### src/rtl/strobe_period_meter_if.sv
// Strobe period meter bus: strobe/clear inputs and the measurement outputs.
// master drives the strobe and clear lines; slave is the meter itself.
interface strobe_period_meter_if #(
   parameter int BW = 8
);
   logic          strb_i;
   logic          clear_i;
   logic [BW-1:0] period_o;
   logic          period_valid_o;
   logic          locked_o;
   logic          timeout_o;

   modport master (
      output strb_i,
      output clear_i,
      input  period_o,
      input  period_valid_o,
      input  locked_o,
      input  timeout_o
   );

   modport slave (
      input  strb_i,
      input  clear_i,
      output period_o,
      output period_valid_o,
      output locked_o,
      output timeout_o
   );
endinterface

### src/rtl/strobe_period_meter.sv
// Strobe period meter: counts clk_i cycles between successive strobes,
// reports each measured period, flags lock after LOCK_CNT identical
// periods in a row and flags a sticky timeout when strobes stop.
//
// Optional build macro STRB_METER_EDGE_EN: a strobe is the rising edge of
// strb_i instead of its level, so a held-high strb_i counts only once.
//
// state  | meaning
// -------+-----------------------------------------------------------
// IDLE   | no reference strobe yet (after reset, clear or timeout)
// MEAS   | counting since the last strobe, lock not (yet) reached
// LOCKED | last LOCK_CNT measured periods were identical
module strobe_period_meter #(
   parameter int BW       = 8,
   parameter int LOCK_CNT = 3
) (
   input  logic                 clk_i,
   input  logic                 rst_i,
   strobe_period_meter_if.slave bus
);

   typedef enum logic [1:0] {
      IDLE   = 2'd0,
      MEAS   = 2'd1,
      LOCKED = 2'd2
   } state_t;

   localparam logic [BW-1:0] CNT_MAX  = '1;
   localparam logic [BW-1:0] CNT_ONE  = BW'(1);
   localparam logic [3:0]    LOCK_MAX = 4'(LOCK_CNT);

   state_t        state_q, state_d;
   logic [BW-1:0] cnt_q, cnt_d;
   logic [BW-1:0] period_q, period_d;
   logic [3:0]    match_q, match_d;
   logic          valid_q, valid_d;
   logic          locked_q, locked_d;
   logic          timeout_q, timeout_d;

   logic          strobe;
   logic          same_period;
   logic [3:0]    match_inc;

`ifdef STRB_METER_EDGE_EN
   logic strb_q, strb_d;

   // Delayed copy of strb_i for rising-edge detection.
   always_ff @(posedge clk_i or posedge rst_i) begin
      if (rst_i) begin
         strb_q <= 1'b0;
      end else begin
         strb_q <= strb_d;
      end
   end

   assign strb_d = bus.clear_i ? 1'b0 : bus.strb_i;
   assign strobe = bus.strb_i & ~strb_q;
`else
   assign strobe = bus.strb_i;
`endif

   // A non-zero match count doubles as "a previous period exists in this run";
   // it is 0 only between the first strobe and the first report.
   assign same_period = (match_q != 4'd0) && (cnt_q == period_q);
   assign match_inc   = (match_q >= LOCK_MAX) ? LOCK_MAX : match_q + 4'd1;

   // State and datapath registers.
   always_ff @(posedge clk_i or posedge rst_i) begin
      if (rst_i) begin
         state_q   <= IDLE;
         cnt_q     <= '0;
         period_q  <= '0;
         match_q   <= 4'd0;
         valid_q   <= 1'b0;
         locked_q  <= 1'b0;
         timeout_q <= 1'b0;
      end else begin
         state_q   <= state_d;
         cnt_q     <= cnt_d;
         period_q  <= period_d;
         match_q   <= match_d;
         valid_q   <= valid_d;
         locked_q  <= locked_d;
         timeout_q <= timeout_d;
      end
   end

   // Next-state logic: clear wins over everything, then strobe, then counting.
   always_comb begin
      state_d   = state_q;
      cnt_d     = cnt_q;
      period_d  = period_q;
      match_d   = match_q;
      valid_d   = 1'b0;
      locked_d  = locked_q;
      timeout_d = timeout_q;

      if (bus.clear_i) begin
         state_d   = IDLE;
         cnt_d     = '0;
         period_d  = '0;
         match_d   = 4'd0;
         locked_d  = 1'b0;
         timeout_d = 1'b0;
      end else begin
         case (state_q)
            IDLE: begin
               if (strobe) begin
                  cnt_d     = CNT_ONE;
                  timeout_d = 1'b0;
                  state_d   = MEAS;
               end
            end

            MEAS, LOCKED: begin
               if (strobe) begin
                  // A strobe at cnt == CNT_MAX is still a valid measurement.
                  period_d = cnt_q;
                  valid_d  = 1'b1;
                  cnt_d    = CNT_ONE;
                  match_d  = same_period ? match_inc : 4'd1;
                  locked_d = (match_d == LOCK_MAX);
                  state_d  = locked_d ? LOCKED : MEAS;
               end else if (cnt_q == CNT_MAX) begin
                  // Strobes stopped: drop lock, keep the last period visible.
                  timeout_d = 1'b1;
                  locked_d  = 1'b0;
                  match_d   = 4'd0;
                  cnt_d     = '0;
                  state_d   = IDLE;
               end else begin
                  cnt_d = cnt_q + 1'b1;
               end
            end

            default: begin
               state_d  = IDLE;
               cnt_d    = '0;
               match_d  = 4'd0;
               locked_d = 1'b0;
            end
         endcase
      end
   end

   assign bus.period_o       = period_q;
   assign bus.period_valid_o = valid_q;
   assign bus.locked_o       = locked_q;
   assign bus.timeout_o      = timeout_q;

endmodule

### src/flat_wrapper.sv
// flat-port wrapper written by rule: the top's interface ports become plain ports
module strobe_period_meter_flat 
#(
   parameter int BW       = 8,
   parameter int LOCK_CNT = 3
)
  (clk_i, rst_i, bus_strb_i, bus_clear_i, bus_period_o, bus_period_valid_o, bus_locked_o, bus_timeout_o);
  strobe_period_meter_if #(.BW(BW)) bus_i ();
  input  logic clk_i;
  input  logic rst_i;
  input wire logic [$bits(bus_i.strb_i)-1:0] bus_strb_i;
  input wire logic [$bits(bus_i.clear_i)-1:0] bus_clear_i;
  output wire logic [$bits(bus_i.period_o)-1:0] bus_period_o;
  output wire logic [$bits(bus_i.period_valid_o)-1:0] bus_period_valid_o;
  output wire logic [$bits(bus_i.locked_o)-1:0] bus_locked_o;
  output wire logic [$bits(bus_i.timeout_o)-1:0] bus_timeout_o;
  assign bus_i.strb_i = bus_strb_i;
  assign bus_i.clear_i = bus_clear_i;
  assign bus_period_o = bus_i.period_o;
  assign bus_period_valid_o = bus_i.period_valid_o;
  assign bus_locked_o = bus_i.locked_o;
  assign bus_timeout_o = bus_i.timeout_o;
  strobe_period_meter #(.BW(BW), .LOCK_CNT(LOCK_CNT)) u_core (.clk_i(clk_i), .rst_i(rst_i), .bus(bus_i));
endmodule
### config.mk
export PLATFORM = sky130hd
export DESIGN_NAME = strobe_period_meter_flat
export DESIGN_NICKNAME = d
export VERILOG_FILES = /design/src/rtl/strobe_period_meter_if.sv /design/src/rtl/strobe_period_meter.sv /design/src/flat_wrapper.sv
export SDC_FILE = /design/constraint.sdc
export NUM_CORES = 1
export LEC_CHECK = 0
export CORE_AREA = 2 2 40 78
export DETAILED_ROUTE_END_ITERATION = 8
export DIE_AREA = 0 0 42 80
export PLACE_DENSITY_LB_ADDON = 0.2
export SYNTH_ARGS = -nofsm -noshare
export SYNTH_HDL_FRONTEND = slang
export SYNTH_SLANG_ARGS = --single-unit
### constraint.sdc
create_clock -name clk_i -period 1.9 [get_ports clk_i]
set_input_delay 0.19 -clock clk_i [delete_from_list [all_inputs] [get_ports clk_i]]
set_output_delay 0.19 -clock clk_i [all_outputs]
set_load 0.1 [all_outputs]
==> results.yml <==
power:
  combPwrFrac_pct: 13.7
  power_frac_seq_pct: 54.6
  clkPwrFrac_pct: 31.7
  p_int_uw: 737
  vdd_drop_max_mv: 0.530
  powerDensity_mw_per_mm2: 601
  power.share.switching_pct: 26.1
  leakage_nw: 0.806
  p_sw_uw: 261
synth:
  ys.flop_type: "dfrtp_1"
  yosys.cell_count.top_type: "dfrtp_1"
  synth_area_leaders: "dfrtp_1, nand2_1, xor2_1"
  synth_cell_types: 39
  avgSynthCellArea_sq_um: 9.18
  synth_edf_count: 0
  synth_top_area_share_pct: 43.1
  synthCells: 158
  synthTopCellsByCount: "dfrtp_1, nand2_1, a21oi_1, nand3_1, xor2_1"
  synth_seq_area_share_pct: 43.1
  syn_nets: 167
  ys_async_sr_fraction_pct: 100
  synth_warnings: 0
  ys_ff_latch: 25
  synth_area_leader_cell: "dfrtp_1"
  synth_area_sq_mm: 0.00145
global_route:
  grt_pass1_wl_um: 5620
  track_usage_pct: 21.7
  first_global_vias: 1235
  antenna_found_initial: 0
  grt_max_degree: 26
  grt.overflow.total: 0
final_layout:
  n_antenna_cell: 0
  syn_to_final_growth_pct: 14.6
  finalNetCount: 184
  seq_area_sq_um: 629
  finalNonFillerCells: 203
  multi_input_area_sq_um: 763
  layout-drive-gt1-share_pct: 19.0
  fillers: 236
floorplanning:
  die_w_um: 42
  start_util_pct: 53.0
  die_h_um: 80
  core_area_sq_mm: 0.00274
  io_pins: 15
  dieArea_sq_mm: 0.00336
  rows: 27
timing:
  hold_viol: 0
  fin_crit_ps: 1820
  fmax_mhz: 549
  fin_worst_skew_ps: 5.08
  fin_ws_ps: 77.0
  rsz0062_at_grt: "no"
  worst_slew_pin_slew_ps: 423
  drv_slew: 0
  final-setup-viol-count: 0
  maxSlewHeadroom_pct: 71.8
  tns_ps: 0
  timing.final.crit_share_pct: 95.9
critical_path:
  r2r_end: "u_core.state_q[1]"
  r2r-start: "u_core.state_q[1]"
  worstSetupStartpointType: "flop"
  cp-end-kind: "flop"
  critical_path_class: "reg -> reg"
  arrival_ps: 2020
  reg2reg_slack_ps: 80
  r2r_cells: 7
  cp.required_ps: 2100
  crit_start: "u_core.state_q[1]"
  crit_fanout: 13
routing:
  highest_layer: "met4"
  drt_iter0_drc: 39
  wirelength_met1_um: 1200
  routed_wl_um: 3260
  dr_wl_met2_um: 1850
  wl_per_cell_um: 16.1
  firstDrtPassIters: 4
  postRouteAntennaNets: 0
  met3_length_um: 121
  drc: 0
  viasPerCell: 6.01
  num_vias: 1220
placement:
  io_buffers: 14
  post-dp-hpwl_um: 2460
  place.gp.congestion: 0.984
  dp.cells: 199
  pre_cts_slack_ps: 125
clock_network:
  cts_root_buf: "clkbuf_8"
  cts_tree: "done"
  cts_setup_buffers: 0
  clockBufferDepth: 2
  hold_buffers: 0
  h-tree-depth: 1
  numCtsBuffers: 3
  post_cts_resized: 0
  clk_pin_slew_ps: 90
  clkLatencyLatePin_ps: 270
  cts_sinks: 25
run_status:
  status: "finished, final reports clean"
min_path:
  worstHoldPathType: "in -> async"
job:
  maxCapViolCount: 0
## stage by stage
step           area (sq um)  utilization, %  hold WS [ps]  power [mW]
2_1_floorplan          1450               -           217       0.645
3_3_place_gp           1610            58.8           478       0.685
3_5_place_dp           1610            58.8           487       0.690
4_1_cts                1650            60.4           277       0.999
5_1_grt                1660            60.7           345        1.04
6_report               1660            60.7           258       0.998
## metal layers
layer	global-route usage (%)	vias up
li1	-	587
met1	24.0	590
met2	39.8	32
met3	3.17	11
met4	9.68	0
met5	0	-
## worst max-delay path, cell delays in order (launching register included)
cell and delay [ps]:
dfrtp_1 390, inv_1 60, ha_2 330, buf_4 180
or3b_4 430, a21o_1 160, nand2_1 80, o2bb2ai_1 120
## cell type report
| type | instances | area share (%) |
|---|---|---|
| multi-input cells | 118 | 45.9 |
| inverters | 6 | 1.36 |
| flip-flops and latches | 25 | 37.9 |
| clock buffers | 4 | 2.71 |
| repair buffers | 21 | 9.94 |
| well taps | 29 | 2.18 |
## sequential cells by signal, indices dropped and copies added, names as in the netlist
register,flops
u_core.state_q,2
u_core.bus.period_o,8
u_core.bus.period_valid_o,1
u_core.cnt_q,8
u_core.bus.timeout_o,1
u_core.match_q,4
u_core.bus.locked_o,1
## how the worst max path moves through the flow
stage / to / slack (ps)
floorplan: u_core.match_q[0] / 40
global placement: u_core.cnt_q[3] / 180
detailed placement: u_core.state_q[1] / 120
CTS: u_core.cnt_q[2] / 70
global route: u_core.state_q[1] / 10
finish: u_core.state_q[1] / 80
## kinds of logic (layout without fill, tap and decap cells)
logic type / count (synthesis) / after routing / synth area share, %
and+or+nand+nor: 72 / 72 / 27.2
xor gates and xnor gates: 8 / 8 / 4.83
muxes: 2 / 2 / 1.47
adders and majority gates: 5 / 5 / 4.31
DFF: 25 / 25 / 43.1
buffers and inverters: 15 / 31 / 4.75
AOI/OAI and AO/OA: 31 / 31 / 14.3
## cells in the final DEF, fill, tap and decap left out, drive strengths merged, types with 2 or more instances in the layout
| cell | synthesis | layout |
|---|---|---|
| nor2 | 7 | 7 |
| nor4 | 2 | 2 |
| dfrtp | 25 | 25 |
| nand4 | 4 | 4 |
| nand2 | 24 | 24 |
| nor3 | 5 | 5 |
| o21ai | 6 | 6 |
| ha | 5 | 5 |
| nand2b | 4 | 4 |
| a21oi | 14 | 14 |
| and2 | 3 | 3 |
| nand3 | 12 | 12 |
| a22o | 2 | 2 |
| xor2 | 8 | 8 |
| clkdlybuf4s50 | 0 | 3 |
| inv | 6 | 6 |
| and3 | 3 | 3 |
| a31oi | 2 | 2 |
| a32o | 2 | 2 |
| clkbuf | 4 | 4 |
| buf | 5 | 18 |
## power by group through the flow
stage / Combinational, mW / Sequential [mW] / Clock [mW]
finish: 0.137 / 0.545 / 0.316
global route: 0.150 / 0.547 / 0.344
CTS: 0.134 / 0.545 / 0.319
detailed placement: 0.134 / 0.556 / 0
global placement: 0.130 / 0.556 / 0
floorplan: 0.0780 / 0.567 / 0
Power figures use the tool's default switching activity.
